<file path="src/rtl/afe_seq_pkg.sv">
// Shared opcodes and FSM state encoding for the AFE bring-up sequencer.
package afe_seq_pkg;

  localparam int unsigned OPC_W = 4;

  localparam logic [OPC_W-1:0] OP_STOP  = 4'd0;
  localparam logic [OPC_W-1:0] OP_SEND  = 4'd1;
  localparam logic [OPC_W-1:0] OP_DELAY = 4'd2;

  typedef enum logic [2:0] {
    S_IDLE,
    S_FETCH,
    S_EXEC,
    S_SEND,
    S_DELAY,
    S_FINISH
  } seq_state_e;

endpackage

</file>
<file path="src/rtl/afe_init_sequencer_if.sv">
// Command handshake between the init sequencer (master) and the SPI engine (slave).
interface afe_init_sequencer_if #(
  parameter int unsigned DATA_W = 20
);
  logic [DATA_W-1:0] spi_cmd;
  logic              spi_valid;
  logic              spi_ready;

  modport master (output spi_cmd, output spi_valid, input spi_ready);
  modport slave  (input spi_cmd, input spi_valid, output spi_ready);
endinterface

</file>
<file path="src/rtl/afe_seq_table.sv">
// Command table: registered address, combinational entry decode; unlisted entries read as STOP.
// USE_INIT replaces the built-in bring-up sequence with the packed INIT vector (entry i at slice i).
module afe_seq_table
  import afe_seq_pkg::*;
#(
  parameter int unsigned DATA_W   = 20,
  parameter int unsigned DEPTH    = 16,
  parameter bit          USE_INIT = 1'b0,
  parameter logic [DEPTH*(DATA_W+OPC_W)-1:0] INIT = '0
) (
  input  logic                       clk,
  input  logic                       reset_n,
  input  logic [$clog2(DEPTH)-1:0]   addr,
  output logic [DATA_W+OPC_W-1:0]    entry
);
  localparam int unsigned EW = DATA_W + OPC_W;

  logic [$clog2(DEPTH)-1:0] addr_q;

  always_ff @(posedge clk or negedge reset_n) begin
    if (!reset_n) addr_q <= '0;
    else          addr_q <= addr;
  end

  function automatic logic [EW-1:0] mk(input logic [OPC_W-1:0] op, input logic [19:0] pl);
    return {op, DATA_W'(pl)};
  endfunction

  always_comb begin
    entry = '0;
    if (USE_INIT) begin
      entry = INIT[int'(addr_q)*EW +: EW];
    end else begin
      case (int'(addr_q))
        0:       entry = mk(OP_SEND, 20'h20A0E);
        1:       entry = mk(OP_SEND, 20'h0DB01);
        2:       entry = mk(OP_SEND, 20'h0F208);
        3:       entry = mk(OP_SEND, 20'h30B80);
        4:       entry = mk(OP_SEND, 20'h30C04);
        5:       entry = mk(OP_SEND, 20'h33A82);
        default: entry = mk(OP_STOP, 20'h00000);
      endcase
    end
  end

endmodule

</file>
<file path="src/rtl/afe_init_sequencer.sv">
// AFE bring-up sequencer: walks a command table, issuing SPI words and timed waits.
// Optional DELAY opcode and counter built only when AFE_SEQ_DELAY_EN is defined.
module afe_init_sequencer
  import afe_seq_pkg::*;
#(
  parameter int unsigned DATA_W         = 20,
  parameter int unsigned DEPTH          = 16,
  parameter int unsigned DLY_W          = 16,
  parameter bit          TABLE_OVERRIDE = 1'b0,
  parameter logic [DEPTH*(DATA_W+OPC_W)-1:0] TABLE_INIT = '0
) (
  input  logic                 clk,
  input  logic                 reset_n,
  input  logic                 start,
  afe_init_sequencer_if.master spi,
  output logic                 busy,
  output logic                 done,
  output logic                 error
);
  localparam int unsigned AW = $clog2(DEPTH);

  if (DLY_W > DATA_W) begin : g_bad_dly_w
    $error("DLY_W must not exceed DATA_W");
  end

  seq_state_e               state, state_d;
  logic [AW-1:0]            addr, addr_d;
  logic [DATA_W-1:0]        cmd_q, cmd_d;
  logic                     err_q, err_d;
  logic [DATA_W+OPC_W-1:0]  entry;
  logic [OPC_W-1:0]         opcode;
  logic [DATA_W-1:0]        payload;
  logic                     last;
`ifdef AFE_SEQ_DELAY_EN
  logic [DLY_W-1:0]         cnt, cnt_d;
`endif

  afe_seq_table #(
    .DATA_W   (DATA_W),
    .DEPTH    (DEPTH),
    .USE_INIT (TABLE_OVERRIDE),
    .INIT     (TABLE_INIT)
  ) u_table (
    .clk     (clk),
    .reset_n (reset_n),
    .addr    (addr),
    .entry   (entry)
  );

  assign opcode  = entry[DATA_W+OPC_W-1 -: OPC_W];
  assign payload = entry[DATA_W-1:0];
  assign last    = (addr == AW'(DEPTH - 1));

  always_ff @(posedge clk or negedge reset_n) begin
    if (!reset_n) begin
      state <= S_IDLE;
      addr  <= '0;
      cmd_q <= '0;
      err_q <= 1'b0;
`ifdef AFE_SEQ_DELAY_EN
      cnt   <= '0;
`endif
    end else begin
      state <= state_d;
      addr  <= addr_d;
      cmd_q <= cmd_d;
      err_q <= err_d;
`ifdef AFE_SEQ_DELAY_EN
      cnt   <= cnt_d;
`endif
    end
  end

  // Advancing past the last entry never wraps: it terminates with error.
  always_comb begin
    state_d = state;
    addr_d  = addr;
    cmd_d   = cmd_q;
    err_d   = err_q;
`ifdef AFE_SEQ_DELAY_EN
    cnt_d   = cnt;
`endif
    case (state)
      S_IDLE, S_FINISH: begin
        if (start) begin
          state_d = S_FETCH;
          addr_d  = '0;
          err_d   = 1'b0;
        end
      end
      S_FETCH: state_d = S_EXEC;
      S_EXEC: begin
        case (opcode)
          OP_SEND: begin
            state_d = S_SEND;
            cmd_d   = payload;
          end
`ifdef AFE_SEQ_DELAY_EN
          OP_DELAY: begin
            state_d = S_DELAY;
            cnt_d   = payload[DLY_W-1:0];
          end
`endif
          OP_STOP: state_d = S_FINISH;
          default: begin
            state_d = S_FINISH;
            err_d   = 1'b1;
          end
        endcase
      end
      S_SEND: begin
        if (spi.spi_ready) begin
          if (last) begin
            state_d = S_FINISH;
            err_d   = 1'b1;
          end else begin
            state_d = S_FETCH;
            addr_d  = addr + 1'b1;
          end
        end
      end
`ifdef AFE_SEQ_DELAY_EN
      S_DELAY: begin
        if (cnt <= DLY_W'(1)) begin
          if (last) begin
            state_d = S_FINISH;
            err_d   = 1'b1;
          end else begin
            state_d = S_FETCH;
            addr_d  = addr + 1'b1;
          end
        end else begin
          cnt_d = cnt - 1'b1;
        end
      end
`endif
      default: state_d = S_IDLE;
    endcase
  end

  assign spi.spi_cmd   = cmd_q;
  assign spi.spi_valid = (state == S_SEND);
  assign busy          = (state == S_FETCH) || (state == S_EXEC) ||
                         (state == S_SEND)  || (state == S_DELAY);
  assign done          = (state == S_FINISH);
  assign error         = err_q;

endmodule

</file>
<file path="src/flat_wrapper.sv">
// flat-port wrapper written by rule: the top's interface ports become plain ports
module afe_init_sequencer_flat import afe_seq_pkg::*;
#(
  parameter int unsigned DATA_W         = 20,
  parameter int unsigned DEPTH          = 16,
  parameter int unsigned DLY_W          = 16,
  parameter bit          TABLE_OVERRIDE = 1'b0,
  parameter logic [DEPTH*(DATA_W+OPC_W)-1:0] TABLE_INIT = '0
)
  (clk, reset_n, start, busy, done, error, spi_spi_cmd, spi_spi_valid, spi_spi_ready);
  afe_init_sequencer_if #(.DATA_W(DATA_W)) spi_i ();
  input  logic clk;
  input  logic reset_n;
  input  logic start;
  output logic busy;
  output logic done;
  output logic error;
  output wire logic [$bits(spi_i.spi_cmd)-1:0] spi_spi_cmd;
  output wire logic [$bits(spi_i.spi_valid)-1:0] spi_spi_valid;
  input wire logic [$bits(spi_i.spi_ready)-1:0] spi_spi_ready;
  assign spi_spi_cmd = spi_i.spi_cmd;
  assign spi_spi_valid = spi_i.spi_valid;
  assign spi_i.spi_ready = spi_spi_ready;
  afe_init_sequencer #(.DATA_W(DATA_W), .DEPTH(DEPTH), .DLY_W(DLY_W), .TABLE_OVERRIDE(TABLE_OVERRIDE), .TABLE_INIT(TABLE_INIT)) u_core (.clk(clk), .reset_n(reset_n), .start(start), .spi(spi_i), .busy(busy), .done(done), .error(error));
endmodule
</file>
<file path="config.mk">
export PLATFORM = sky130hd
export DESIGN_NAME = afe_init_sequencer_flat
export DESIGN_NICKNAME = d
export VERILOG_FILES = /design/src/rtl/afe_seq_pkg.sv /design/src/rtl/afe_init_sequencer_if.sv /design/src/rtl/afe_seq_table.sv /design/src/rtl/afe_init_sequencer.sv /design/src/flat_wrapper.sv
export SDC_FILE = /design/constraint.sdc
export NUM_CORES = 1
export LEC_CHECK = 0
export CAP_MARGIN = 0
export CORE_MARGIN = 4
export CORE_UTILIZATION = 49
export DETAILED_ROUTE_END_ITERATION = 10
export PLACE_DENSITY_LB_ADDON = 0.12
export SLEW_MARGIN = 20
export SYNTH_ARGS = -nofsm -noshare
export SYNTH_HDL_FRONTEND = slang
export SYNTH_SLANG_ARGS = --single-unit
export TNS_END_PERCENT = 30
</file>
<file path="constraint.sdc">
create_clock -name clk -period 1.9 [get_ports clk]
set_clock_uncertainty 0.05 [all_clocks]
set_input_delay 0.475 -clock clk [delete_from_list [all_inputs] [get_ports clk]]
set_output_delay 0.475 -clock clk [all_outputs]
set_load 0.005 [all_outputs]
</file>
Word-level counts from Yosys, hierarchy flattened
Cells that the tools add are included.
{"block": "classes", "add_sub_neg": 1, "n_eq_ne": 17, "muxes": 15, "n_reduce_logical": 14}
{"operator": "case mux 21 bit (6 select lines)", "count": 1}
{"operator": "two-way mux 3 bit", "count": 4}
{"operator": "two-way mux 4 bit", "count": 3}
{"operator": "case mux 3 bit (4 select lines)", "count": 1}
{"operator": "== test 4 x 2 -> 1 bit, second input constant", "count": 2}
{"operator": "== test 4 x 3 -> 1 bit, second input constant", "count": 2}
{"operator": "logical NOT 4 bit", "count": 2}
{"operator": "case mux 4 bit (2 select lines)", "count": 1}
{"operator": "== test 3 x 2 -> 1 bit, second input constant", "count": 2}
{"operator": "== test 3 bit, second input constant", "count": 2}
{"operator": "inequality test 2 bit, second input constant", "count": 3}
{"operator": "AND reduction 5 bit", "count": 1}
{"operator": "adder 4 x 1 -> 4 bit, second input constant", "count": 1}
{"operator": "== test 4 x 1 -> 1 bit, second input constant", "count": 1}
{"operator": "== test 4 bit, second input constant", "count": 1}
{"operator": "two-way mux 1 bit", "count": 4}
{"operator": "inequality test 2 x 1 -> 1 bit, second input constant", "count": 2}
{"operator": "AND reduction 2 bit", "count": 2}
{"operator": "AND reduction 4 bit", "count": 1}
{"operator": "OR reduction 2 bit", "count": 2}
{"operator": "== test 3 x 1 -> 1 bit, second input constant", "count": 1}
{"operator": "logical NOT 3 bit", "count": 1}
{"operator": "logical OR 1 bit", "count": 3}
{"operator": "case mux 1 bit (3 select lines)", "count": 1}
{"operator": "3 further kinds", "count": 3}
{"block": "totals", "ff_bits": 32, "in_bits": 4, "output_inout_bits": 24, "word_cells": 52}

Longest topological paths before layout
{"block": "logic_depth", "word_depth": 6, "ltp_mapped": 6, "depth_no_buf": 5}

Hierarchy
From an unflattened synthesis, not the netlist that was laid out.
{"block": "hier_totals", "cells_unflattened": 152, "hier_area_um2": 1789.2}
{"module": "afe_init_sequencer", "instances": 1, "cells_per_inst": 108, "area_per_inst_um2": 1418.9, "seq_area_each_um2": 700.7}
{"module": "afe_seq_table", "instances": 1, "cells_per_inst": 44, "area_per_inst_um2": 370.4, "seq_area_each_um2": 100.1}

Least setup slack after synthesis
No wires, ideal clock.
{"block": "synth_timing", "path_type": "register to register", "from": "reg u_core.state[0]", "to": "reg u_core.cmd_q[17] (netlist: u_core.spi.spi_cmd[17])", "setup_time_ns": 0.129, "arrival_time_ns": 1.373, "required_time_ns": 1.721, "setup_slack_ns": 0.349, "path_stages_with_launch": 6, "n_path_buf": 1, "period_less_slack_ns": 1.551, "cell_sequence": "dfrtp_1 -> buf_6 -> or4b_4 -> nor3_4 -> and2_4 -> nor3_1"}
{"block": "synth_via", "elab_chain_cells": 2}
{"element": "start: declaration", "line_no": "afe_init_sequencer.sv:26", "source": "seq_state_e state, state_d;"}
{"element": "start signal: assignment", "line_no": "afe_init_sequencer.sv:64", "source": "state <= state_d;"}
{"element": "== test 3 x 2 -> 1 bit", "line_no": "afe_init_sequencer.sv:83", "source": "case (state)"}
{"element": "AND reduction 2 bit (no line)"}
{"element": "end signal: assignment", "line_no": "afe_init_sequencer.sv:66", "source": "cmd_q <= cmd_d;"}
{"element": "end: declaration", "line_no": "afe_init_sequencer.sv:28", "source": "logic [DATA_W-1:0] cmd_q, cmd_d;"}
No other way between the ends.
A chain may end at the register's enable or synchronous reset.

Worst setup path after layout
{"block": "layout_timing", "from": "reg u_core.state[1]", "to": "out spi_spi_valid"}
{"block": "layout_via", "elab_chain_cells": 1}
{"element": "== test 3 x 2 -> 1 bit", "line_no": "afe_init_sequencer.sv:142", "source": "assign spi.spi_valid = (state == S_SEND);"}
{"element": "end: declaration", "line_no": "flat_wrapper.sv:19", "source": "output wire logic [$bits(spi_i.spi_valid)-1:0] spi_spi_valid;"}
No other way between the ends.

==> results.sh <==
export IMPL_clk_pin_slew_ns=0.14
export IMPL_routed_wl_mm=2.43
export IMPL_vias=937
export IMPL_critPathLaunchType="register"
export IMPL_nNetsFinal=148
export IMPL_antenna_found_initial=0
export IMPL_clkLatencyLatePin_ns=0.32
export IMPL_rows=17
export IMPL_status="complete, no violations"
export IMPL_syn2layout_area_growth_pct=23.1
export IMPL_grt_usage=0.152
export IMPL_async_flop_share=1.00
export IMPL_synthCells=117
export IMPL_min_period_ns=1.81
export IMPL_cts_buffer_depth=2
export IMPL_die_x_um=58.4
export IMPL_path_class="register to output port"
export IMPL_start_util=0.536
export IMPL_final_cell_mix="dfrtp_1, clkdlybuf4s50_1, nand2_1, a21oi_1, buf_4"
export IMPL_routedWlPerCell_um=14.3
export IMPL_rsz0062_at_grt="no"
export IMPL_netlist_area_um2=1240
export IMPL_grt_overflow=0
export IMPL_routed_top_layer="met4"
export IMPL_dp_hpwl_mm=1.78
export IMPL_wl_met2_mm=1.24
export IMPL_timing_rr_start="u_core.state[0]$_DFFE_PN0P_"
export IMPL_num_antenna_cells=0
export IMPL_die_area_um2=3410
export IMPL_drv_cap=0
export IMPL_synth_top_cell_by_area="dfrtp_1"
export IMPL_seq_area_frac_synth=0.523
export IMPL_first_pass_iters=4
export IMPL_grt_pass1_vias=913
export IMPL_grt_max_degree=27
export IMPL_die_h_um=58.4
export IMPL_wl_met3_um=103
export IMPL_synth_edff_count=0
export IMPL_htreeDepth=1
export IMPL_crit_path_max_fanout=5
export IMPL_grt_pass1_wl_mm=4.01
export IMPL_layout_commonest_cell="dfrtp_1"
export IMPL_cp_end_kind="output port"
export IMPL_required_ns=1.37
export IMPL_cts_tree="yes"
export IMPL_cts_root_buf="clkbuf_4"
export IMPL_gp_congestion=0.761
export IMPL_slew_violations=0
export IMPL_hold_viol=0
export IMPL_p_leak_uw=0.000715
export IMPL_tightest_slew_ns=0.515
export IMPL_fin_util=0.661
export IMPL_port_buffers=22
export IMPL_ant_nets=0
export IMPL_fmax_ghz=0.552
export IMPL_cts_made_buffers=3
export IMPL_critPathArrivalTime_ns=1.29
export IMPL_avgSynthCellArea_um2=10.6
export IMPL_routed_via_density=5.51
export IMPL_numClockSinks=26
export IMPL_slew_headroom=0.657
export IMPL_fin_crit_sh=0.953
export IMPL_holdWs_ns=0.403
export IMPL_dp_cells=163
export IMPL_vdd_drop_max_v=0.000845
export IMPL_power_density_nw_per_um2=1510
export IMPL_finalSetupViolations=0
export IMPL_core_um2=2320
export IMPL_wl_met1_mm=1.05
export IMPL_hp_class="register to register"
export IMPL_fin_setup_tns_ns=0
export IMPL_ys_flop_type="dfrtp_1"
export IMPL_crit_start="u_core.state[1]$_DFFE_PN0P_"
export IMPL_min_from="u_core.addr[1]$_DFFE_PN0P_"
export IMPL_regToRegSetupSlack_ns=0.14
export IMPL_drive_gt1_frac=0.134
export IMPL_ioPinCount=28
export IMPL_ys_ff_latch=26
export IMPL_netlist_top_cells_area="dfrtp_1, a21oi_1, buf_4"
export IMPL_finalNonFillerCells=170
export IMPL_yosysTopAreaCellShare=0.523
export IMPL_drtIter0Drc=22
export IMPL_yosysWarnings=0
export IMPL_drc=0
export IMPL_synth_distinct_cells=37
export IMPL_final_fill_count=197
-- path summary, 6_finish.rpt --
check	end	cells after the start
min	u_core.u_table.addr_q[1]$_DFF_PN0_	0
min reg2reg	u_core.u_table.addr_q[1]$_DFF_PN0_	0
min in group asynchronous	u_core.spi.spi_cmd[15]$_DFFE_PN0P_	2
max reg2reg	u_core.spi.spi_cmd[17]$_DFFE_PN0P_	4
max	spi_spi_valid	3
max in group asynchronous	u_core.state[2]$_DFFE_PN0P_	2
-- logic make-up after synthesis --
family,Yosys count,share of synthesized area
XOR/XNOR,4,0.0282
buffers and inverters,14,0.0704
AO/OA/AOI/OAI,31,0.157
adder cells (fa/ha/maj),1,0.0101
flip-flops,26,0.523
other,1,0.00302
AND/OR/NAND/NOR,40,0.208
-- layer usage --
layer	up-vias	track usage
met5	-	0
met4	0	0.0596
met3	4	0.0219
met2	20	0.278
met1	457	0.176
li1	456	-
-- sequential cells by signal, indices dropped and copies added (netlist names) --
| signal | cells |
|---|---|
| u_core.addr | 4 |
| u_core.error | 1 |
| u_core.spi.spi_cmd | 14 |
| u_core.state | 3 |
| u_core.u_table.addr_q | 4 |
-- synth_stat cells (2+ instances only) --
cell,count
a21boi_0,2
a21o_1,5
a21oi_1,12
a22o_1,2
and3_1,2
buf_2,4
buf_4,6
dfrtp_1,26
inv_1,2
nand2_1,12
nand2b_1,3
nand3_1,6
nand3b_1,3
nor2_1,4
o21ai_0,4
xnor2_1,2
xor2_1,2
-- power breakdown --
part	switching (µW)	internal, µW
clock network	160	117
logic	442	599
registers	234	766
-- critical path, stage by stage (launching register included) --
cell             delay [ns]
dfrtp_2                0.42
buf_4                  0.13
nor3b_2                0.19
clkdlybuf4s15_1        0.23
-- layout make-up --
type                            count  area (µm²)  area share
Timing Repair Buffer               29         274       0.179
Tap cell                           28        35.0      0.0229
Inverter                            2        7.51     0.00490
Sequential cell                    26         653       0.426
Multi-Input combinational cell     81         526       0.343
Clock buffer                        4        36.3      0.0237
-- what timing repair did --
action / CTS / global route
gates resized for setup: 3 / 4
pin swaps: 0 / 1
endpoints found under the setup margin: 3 / 2
buffers inserted: 2 / 1
hold buffers: 0 / 0
-- stage by stage --
| stage | setup WS [ns] | total power, µW | instance area (µm²) |
|---|---|---|---|
| after floorplan | 0.349 | 1570 | 1260 |
| after global placement | 0.0974 | 1980 | 1460 |
| after detailed placement | 0.0509 | 2030 | 1460 |
| after CTS | -0.202 | 2300 | 1510 |
| after global routing | 0.0119 | 2480 | 1530 |
| final | 0.0892 | 2320 | 1530 |
Power figures use the tool's default switching activity.
